File: src/rtl/output_compare_gen_pkg.sv
// rtl/output_compare_gen_pkg.sv - shared mode codes, timer selects and defaults for output compare
package output_compare_gen_pkg;

    typedef enum logic [1:0] {
        OC_OFF    = 2'b00,
        OC_TOGGLE = 2'b01,
        OC_PULSE  = 2'b10,
        OC_CYCLIC = 2'b11
    } oc_mode_e;

    localparam logic [1:0] OC_TMR0 = 2'b00;
    localparam logic [1:0] OC_TMR1 = 2'b01;

    localparam int OC_DEF_FIFO_DEPTH = 4;
    localparam int OC_DEF_TW         = 16;

endpackage

File: src/rtl/output_compare_gen_fifo.sv
// rtl/output_compare_gen_fifo.sv - compare-value FIFO with two ordered push ports and one pop
module output_compare_gen_fifo #(
    parameter int DEPTH = 4,
    parameter int W     = 16
) (
    input  logic                     clk,
    input  logic                     rst,
    input  logic                     push0_i,
    input  logic [W-1:0]             push0_data_i,
    input  logic                     push1_i,
    input  logic [W-1:0]             push1_data_i,
    input  logic                     pop_i,
    output logic [W-1:0]             head_o,
    output logic [$clog2(DEPTH):0]   count_o,
    output logic                     full_o,
    output logic                     empty_o
);

    localparam int AW = $clog2(DEPTH);
    localparam int CW = AW + 1;

    logic [W-1:0]  mem_q [DEPTH];
    logic [AW-1:0] rd_ptr_q, rd_ptr_d;
    logic [AW-1:0] wr_ptr_q, wr_ptr_d;
    logic [AW-1:0] wr_ptr1;
    logic [CW-1:0] count_q, count_d;
    logic          full_q, empty_q;
    logic          pop_ok;

    // push1 lands behind push0 when both fire, giving recirculation priority
    always_comb begin
        pop_ok   = pop_i && (count_q != '0);
        wr_ptr1  = wr_ptr_q + AW'(push0_i);
        rd_ptr_d = rd_ptr_q + AW'(pop_ok);
        wr_ptr_d = wr_ptr_q + AW'(push0_i) + AW'(push1_i);
        count_d  = count_q + CW'(push0_i) + CW'(push1_i) - CW'(pop_ok);
    end

    always_ff @(posedge clk) begin
        if (push0_i) mem_q[wr_ptr_q] <= push0_data_i;
        if (push1_i) mem_q[wr_ptr1]  <= push1_data_i;
    end

    always_ff @(posedge clk) begin
        if (rst) begin
            rd_ptr_q <= '0;
            wr_ptr_q <= '0;
            count_q  <= '0;
            full_q   <= 1'b0;
            empty_q  <= 1'b1;
        end else begin
            rd_ptr_q <= rd_ptr_d;
            wr_ptr_q <= wr_ptr_d;
            count_q  <= count_d;
            full_q   <= (count_d == CW'(DEPTH));
            empty_q  <= (count_d == '0);
        end
    end

    assign head_o  = mem_q[rd_ptr_q];
    assign count_o = count_q;
    assign full_o  = full_q;
    assign empty_o = empty_q;

endmodule

File: src/rtl/output_compare_gen.sv
// rtl/output_compare_gen.sv - timer-match waveform generator driven by a queue of compare values
module output_compare_gen
    import output_compare_gen_pkg::*;
#(
    parameter int FIFO_DEPTH = OC_DEF_FIFO_DEPTH,
    parameter int TW         = OC_DEF_TW
) (
    input  logic          clk,
    input  logic          rst,
    input  logic [1:0]    OCTMR,
    input  logic [1:0]    OCM,
    input  logic [TW-1:0] t_val_bi_0,
    input  logic [TW-1:0] t_val_bi_1,
    input  logic          wr_i,
    input  logic [TW-1:0] OCBUF_i,
    input  logic          clr_i,
    output logic          oc_out,
    output logic          OCMF,
    output logic          OCBNF,
    output logic          OCBE,
    output logic          OCOV
);

    localparam int CW = $clog2(FIFO_DEPTH) + 1;

    oc_mode_e      mode;
    logic [TW-1:0] t_cur;
    logic [TW-1:0] t_prev_q;
    logic [1:0]    octmr_q;
    logic          oc_q, oc_d;
    logic          ocmf_q;
    logic          pulse_q;
    logic          ov_q, ov_d;

    logic [TW-1:0] head;
    logic [CW-1:0] count;
    logic          fifo_full, fifo_empty;
    logic          match, recirc, wr_ok;
    logic          push0, push1;
    logic [TW-1:0] push0_data;

    assign mode = oc_mode_e'(OCM);

    always_comb begin
        case (OCTMR)
            OC_TMR0: t_cur = t_val_bi_0;
            OC_TMR1: t_cur = t_val_bi_1;
            default: t_cur = '0;
        endcase
    end

    // Fire only on the clock the timer steps onto the head value, never on a held value
    always_comb begin
        match = (mode != OC_OFF) && !OCTMR[1] && (count != '0) &&
                (t_cur == head) && (t_cur != t_prev_q) && (OCTMR == octmr_q);
        recirc = match && (mode == OC_CYCLIC);
        wr_ok  = wr_i && ((count != CW'(FIFO_DEPTH)) || (match && !recirc));
        push0      = recirc || wr_ok;
        push0_data = recirc ? head : OCBUF_i;
        push1      = recirc && wr_ok;
        ov_d   = (wr_i && !wr_ok) ? 1'b1 : (clr_i ? 1'b0 : ov_q);
    end

    always_comb begin
        oc_d = oc_q;
        if (mode == OC_OFF) begin
            oc_d = 1'b0;
        end else if (match) begin
            oc_d = (mode == OC_PULSE) ? 1'b1 : ~oc_q;
        end else if (pulse_q) begin
            oc_d = 1'b0;
        end
    end

    always_ff @(posedge clk) begin
        if (rst) begin
            t_prev_q <= '0;
            octmr_q  <= 2'b00;
            oc_q     <= 1'b0;
            ocmf_q   <= 1'b0;
            pulse_q  <= 1'b0;
            ov_q     <= 1'b0;
        end else begin
            t_prev_q <= t_cur;
            octmr_q  <= OCTMR;
            oc_q     <= oc_d;
            ocmf_q   <= match;
            pulse_q  <= match && (mode == OC_PULSE);
            ov_q     <= ov_d;
        end
    end

    output_compare_gen_fifo #(
        .DEPTH (FIFO_DEPTH),
        .W     (TW)
    ) u_fifo (
        .clk          (clk),
        .rst          (rst),
        .push0_i      (push0),
        .push0_data_i (push0_data),
        .push1_i      (push1),
        .push1_data_i (OCBUF_i),
        .pop_i        (match),
        .head_o       (head),
        .count_o      (count),
        .full_o       (fifo_full),
        .empty_o      (fifo_empty)
    );

    assign oc_out = oc_q;
    assign OCMF   = ocmf_q;
    assign OCBNF  = ~fifo_full;
    assign OCBE   = fifo_empty;
    assign OCOV   = ov_q;

endmodule

File: config.mk
export PLATFORM = sky130hd
export DESIGN_NAME = output_compare_gen
export DESIGN_NICKNAME = d
export VERILOG_FILES = /design/src/rtl/output_compare_gen_pkg.sv /design/src/rtl/output_compare_gen_fifo.sv /design/src/rtl/output_compare_gen.sv
export SDC_FILE = /design/constraint.sdc
export NUM_CORES = 1
export LEC_CHECK = 0
export BUFFER_PORTS_ARGS = -buffer_cell sky130_fd_sc_hd__buf_2
export CORE_UTILIZATION = 50
export CTS_CLUSTER_DIAMETER = 60
export CTS_CLUSTER_SIZE = 20
export DETAILED_ROUTE_END_ITERATION = 8
export PLACE_DENSITY = 0.68
export SLEW_MARGIN = 0
export SYNTH_ARGS = -nofsm -noshare
export SYNTH_HDL_FRONTEND = slang
export SYNTH_SLANG_ARGS = --single-unit
File: constraint.sdc
create_clock -name clk -period 9.8 [get_ports clk]
set_input_delay 0.98 -clock clk [delete_from_list [all_inputs] [get_ports clk]]
set_output_delay 0.98 -clock clk [all_outputs]
set_load 0.005 [all_outputs]
Word level (Yosys, flattened, before mapping)

Memory sizes are Yosys's and may differ from the RTL's. A register that Yosys moved wholly into a read port is not among the register bits.
Index checks and enable logic that the tools add are counted.

Register bits: 31
Memory bits (writable): 64
Input port bits: 56
Output and inout port bits: 5
Word-level logic and storage cells: 65
Memories: 1

Add/subtract/negate cells: 6
Eq/ne operators: 8
Multiplexer cells: 12
Bitwise operators: 2
Reductions and logical operators: 25

Memories:

| memory       | depth | width | read ports | clocked after memory_dff | write ports | line                          | source |
|---|---|---|---|---|---|---|---|
| u_fifo.mem_q | 4     | 16    | 1          | 1                        | 2           | output_compare_gen_fifo.sv:22 | `logic [W-1:0] mem_q [DEPTH];` |

Operators with widths:

| cell               | number |
|---|---|
| $pmux 16 s2        | 1 |
| $eq 16x16->1       | 1 |
| $mux 16            | 1 |
| $ne 16x16->1       | 1 |
| $logic_and 1x1->1  | 12 |
| $mux 1             | 9 |
| $add 2x1->2        | 3 |
| $add 3x1->3        | 2 |
| $reduce_bool 2->1  | 3 |
| $eq 2x2->1 const B | 2 |
| $logic_not 2->1    | 2 |
| $eq 3x3->1 const B | 1 |
| $logic_not 1->1    | 3 |
| $logic_not 3->1    | 1 |
| $ne 3x3->1 const B | 1 |
| $reduce_bool 3->1  | 1 |
| $sub 3x1->3        | 1 |
| $eq 2x1->1 const B | 1 |
| $eq 2x2->1         | 1 |
| $logic_or 1x1->1   | 2 |
| $mux 2             | 1 |
| $not 1->1          | 2 |
| $reduce_or 2->1    | 1 |

Longest topological paths before layout

Depth in word-level cells: 16
Mapped depth: 19
Gate-level depth less buffers: 15

Hierarchy

From an unflattened synthesis, not the netlist that was laid out.

Cell total of the unflattened synthesis: 414
Area total of the unflattened synthesis: 5386.4 µm²

By module, submodules not included:

| module                  | instances | cells an instance | area each (µm²) | sequential area each (µm²) |
|---|---|---|---|---|
| output_compare_gen_fifo | 1         | 200               | 3568.4          | 2102.0 |
| output_compare_gen      | 1         | 214               | 1818.0          | 440.4 |

Least setup slack after synthesis

No wires, ideal clock.

Path type: input port to flip-flop
Start point: in OCTMR[0]
End point: mem u_fifo.mem_q[0][10], data pin
Setup time: 0.262 ns
Arrival time: 4.717 ns
Data required time: 9.538 ns
Slack: 4.821 ns
Cell stages on the path: 18
Buffers on the path: 5
Path through: buf_4 > buf_4 > mux2i_1 > nor2_1 > xnor2_1 > nand4_1 > nor4_1 > nor3_2 > o22ai_2 > inv_1 > ha_1 > nor2b_1 > or2_2 > clkbuf_1 > o31a_1 > buf_4 > buf_6 > mux2_1

RTL lines:

| item            | line                          | source |
|---|---|---|
| start, declared | output_compare_gen.sv:10      | `input logic [1:0] OCTMR,` |
| end, declared   | output_compare_gen_fifo.sv:22 |  |

==> metrics.yaml <==
run_status:
  outcome: "complete, no violations"
pwr:
  powerDensity_nw_per_um2: 144.8
  total_leakage_power_nw: 2.054
  power.share.clock_pct: 30.8
  vdd_ir_drop_max_v: 0.00006467
  p_sw_mw: 0.2262
  internal-power_mw: 0.5960
  totalPowerFinal_mw: 0.8223
  net_sw_share_pct: 27.51
  power.sequential.fraction_pct: 55.1
  power.share.combinational_pct: 14.1
finish:
  final_util_pct: 57.55
  fin_area_sq_um: 5677
  finalNonFillerCells: 575
  mostFrequentLayoutCell: "sky130_fd_sc_hd__edfxtp_1"
  most-common-layout-cells: "sky130_fd_sc_hd__edfxtp_1, sky130_fd_sc_hd__buf_2, sky130_fd_sc_hd__mux2_2, sky130_fd_sc_hd__nor2_1, sky130_fd_sc_hd__dfxtp_1"
  num-nets-final: 499
  insertedDiodeCount: 0
  fraction_of_layout_cells_with_a_size_suffix_above_1_pct: 36.43
  flow.area_growth_from_synthesis_pct: 10.28
yosys:
  synth.distinct_cells: 46
  post-synth-top-area-fraction_pct: 37.34
  ys.flop_type: "sky130_fd_sc_hd__edfxtp_1"
  leading_post_synthesis_cells_by_cell_area: "sky130_fd_sc_hd__edfxtp_1, sky130_fd_sc_hd__dfxtp_1, sky130_fd_sc_hd__mux2_2"
  instance_count_of_the_mapped_netlist: 383
  syn_area_sq_um: 5147
  synth.avg_cell_area_sq_um: 13.44
  post-synth-top-area-cell: "sky130_fd_sc_hd__edfxtp_1"
  synth_edf_count: 64
  synth_sequential_area_ratio_pct: 49.39
  yosys_warnings: 0
  synth_async_sr_flop_share_pct: 0
  postSynthRegisterBits: 95
  net_count_after_synthesis: 445
hold_path:
  hold_path.class: "flip-flop to flip-flop"
floorplan:
  die-height_microns: 103.5
  io_pins: 61
  start_util_pct: 52.18
  die_width_microns: 103.5
  fp.dieArea_sq_um: 10710
  placeableCoreArea_sq_um: 9864
  placementRows: 36
detailed_routing:
  drt_pre_antenna_iters: 4
  detailroute.via_count: 3224
  route.top_layer_used: "met4"
  met1_layer_wirelength_in_the_final_routing_microns: 4788
  viasPerCell: 5.607
  post_drt_wl_per_cell_microns: 18.03
  met2_wire_len_microns: 5196
  postRouteWirelength_microns: 10370
  drcViolationCount: 0
  met3_length_microns: 272
  drt_antenna_net_count: 0
  drtIter0Drc: 110
global_routing:
  first_pass_grt_wire_length_microns: 16500
  grt_antenna_before_repair: 0
  grt-ovfl-total: 0
  via_count_of_the_first_global_routing_pass: 3197
  grt_usage_pct: 21.09
  grt_start_max_net_pins: 41
sta:
  setup_ws_ns: 3.994
  worst_slew_pin_slew_ns: 1.086
  setup_violations: 0
  finalHoldWorstSlack_ns: 0.4828
  maxClockFrequency_mhz: 172.2
  slew_headroom_pct: 27.49
  period_needed_ns: 5.806
  report.final.hold_viol_count: 0
  grt_setup_unrepaired: "false"
  timing.final.crit_share_pct: 59.25
  timing.setup.tns_ns: 0
  finClkSkew_ns: 0.01523
  slew_violations: 0
worst_setup_path:
  cpMaxStageDelayCell: "sky130_fd_sc_hd__dfxtp_1"
  cp-start-kind: "flip-flop"
  timing.critical_path.fanout_max: 17
  cp_slowest_stage_delay_ns: 1.05
  path_class: "flip-flop to flip-flop"
  worst_path_dominant_cell_family: "simple AND/OR/NAND/NOR gates"
  worst-endpoint-required_ns: 9.92
  setup.worst_path.end_class: "flip-flop"
  crit_buf_inv: 1
  worst-endpoint-arrival_ns: 5.92
  crit_path_cell_trace: "mux4_1, o21ai_0, nand4_1, nor4_1, nand2_1, nor3_2, o22ai_2, inv_1, ha_1, nor2b_1, or2_2, o21a_1, mux2_2"
place:
  port_buffers: 60
  post-place-cells: 559
  post_dp_cell_area_sq_um: 5488
  pre_cts_setup_slack_ns: 3.775
  place.gp.congestion: 0.7791
  dp.final_hpwl_microns: 7139
clock_tree:
  tritoncts_clock_tree: "yes"
  post-cts-setup-buffer-count: 0
  hold_buffers: 0
  clock_sinks: 95
  post_cts_resized: 0
  ctsLongestPathBuffers: 2
  cts_buffers: 9
  cts-root-buf: "sky130_fd_sc_hd__clkbuf_8"
  worstSkewPairLatency_ns: 0.37
  htreeDepth: 3
  cts.reportedPaths.clkPinSlew_ns: 0.10
job:
  cap_violations: 0
routing by layer:
metal / vias to the layer above / GRT usage [%]
met1: 1610 / 27.83
met3: 11 / 2.755
met2: 60 / 36.17
met5: - / 0
li1: 1543 / -
met4: 0 / 6.609
power by group through the flow:
stage | Combinational [mW] | Clock (mW) | Sequential (mW)
final | 0.116 | 0.253 | 0.453
after global routing | 0.128 | 0.271 | 0.455
after CTS | 0.117 | 0.256 | 0.454
after detailed placement | 0.116 | 0 | 0.463
after global placement | 0.113 | 0 | 0.462
after floorplan | 0.0791 | 0 | 0.461
final timing paths:
| kind | startpoint | to | slack (ns) | cells after the start |
|---|---|---|---|---|
| max | u_fifo.rd_ptr_q[0]$_SDFF_PP0_ | u_fifo.mem_q[1][5]$_DFFE_PP_ | 3.99 | 13 |
| min | OCOV$_SDFFE_PP0P_ | OCOV$_SDFFE_PP0P_ | 0.48 | 2 |
| max reg2reg | u_fifo.rd_ptr_q[0]$_SDFF_PP0_ | u_fifo.mem_q[1][5]$_DFFE_PP_ | 3.99 | 13 |
| min reg2reg | OCOV$_SDFFE_PP0P_ | OCOV$_SDFFE_PP0P_ | 0.48 | 2 |
layout make-up:
cell class	instances	area, sq um
timing repair buffer	64	330.3
clock inverter	7	65.06
fill	787	4188
inverter	11	41.29
clock buffer	9	123.9
tap	133	166.4
multi-input combinational	256	2407
sequential	95	2542
worst register-to-register path, cell delays in order (launching register included):
cell,delay (ns)
sky130_fd_sc_hd__dfxtp_1,1.05
sky130_fd_sc_hd__mux4_1,0.82
sky130_fd_sc_hd__o21ai_0,0.13
sky130_fd_sc_hd__nand4_1,0.18
sky130_fd_sc_hd__nor4_1,0.41
sky130_fd_sc_hd__nand2_1,0.14
sky130_fd_sc_hd__nor3_2,0.55
sky130_fd_sc_hd__o22ai_2,0.32
sky130_fd_sc_hd__inv_1,0.12
sky130_fd_sc_hd__ha_1,0.20
sky130_fd_sc_hd__nor2b_1,0.23
sky130_fd_sc_hd__or2_2,0.23
sky130_fd_sc_hd__o21a_1,0.76
sky130_fd_sc_hd__mux2_2,0.43
synth_stat cells (all sizes together) (2+ instances only):
library cell,count
edfxtp,64
mux2,64
nor2,40
dfxtp,31
xnor2,22
mux2i,17
mux4,16
buf,15
inv,11
nor3,11
nand4,8
xor2,8
clkbuf,6
nand2,6
nand3,6
nor2b,6
or3,6
nor4,5
o21ai,5
o31ai,5
a21oi,4
ha,4
o211ai,4
and2,3
and3,2
fa,2
o31a,2
or2,2
registers in the layout, indices dropped and copies added (netlist names):
| register | cells |
|---|---|
| oc_out | 1 |
| u_fifo.mem_q | 64 |
| u_fifo.count_o | 3 |
| OCOV | 1 |
| u_fifo.empty_o | 1 |
| u_fifo.wr_ptr_q | 2 |
| OCMF | 1 |
| u_fifo.full_o | 1 |
| pulse_q | 1 |
| octmr_q | 2 |
| t_prev_q | 16 |
| u_fifo.rd_ptr_q | 2 |
cells by family (layout without fill, tap and decap cells):
kind of cell	after synthesis	count (layout)	synth area share (%)
simple gates	99	99	10.33
compound gates	24	24	3.428
flops	95	95	49.39
fa+ha+maj	6	6	1.750
buf+inv	32	91	4.229
xor+xnor	30	30	5.104
mux	97	97	25.77
Note: power is estimated with default switching activity, not from simulation.
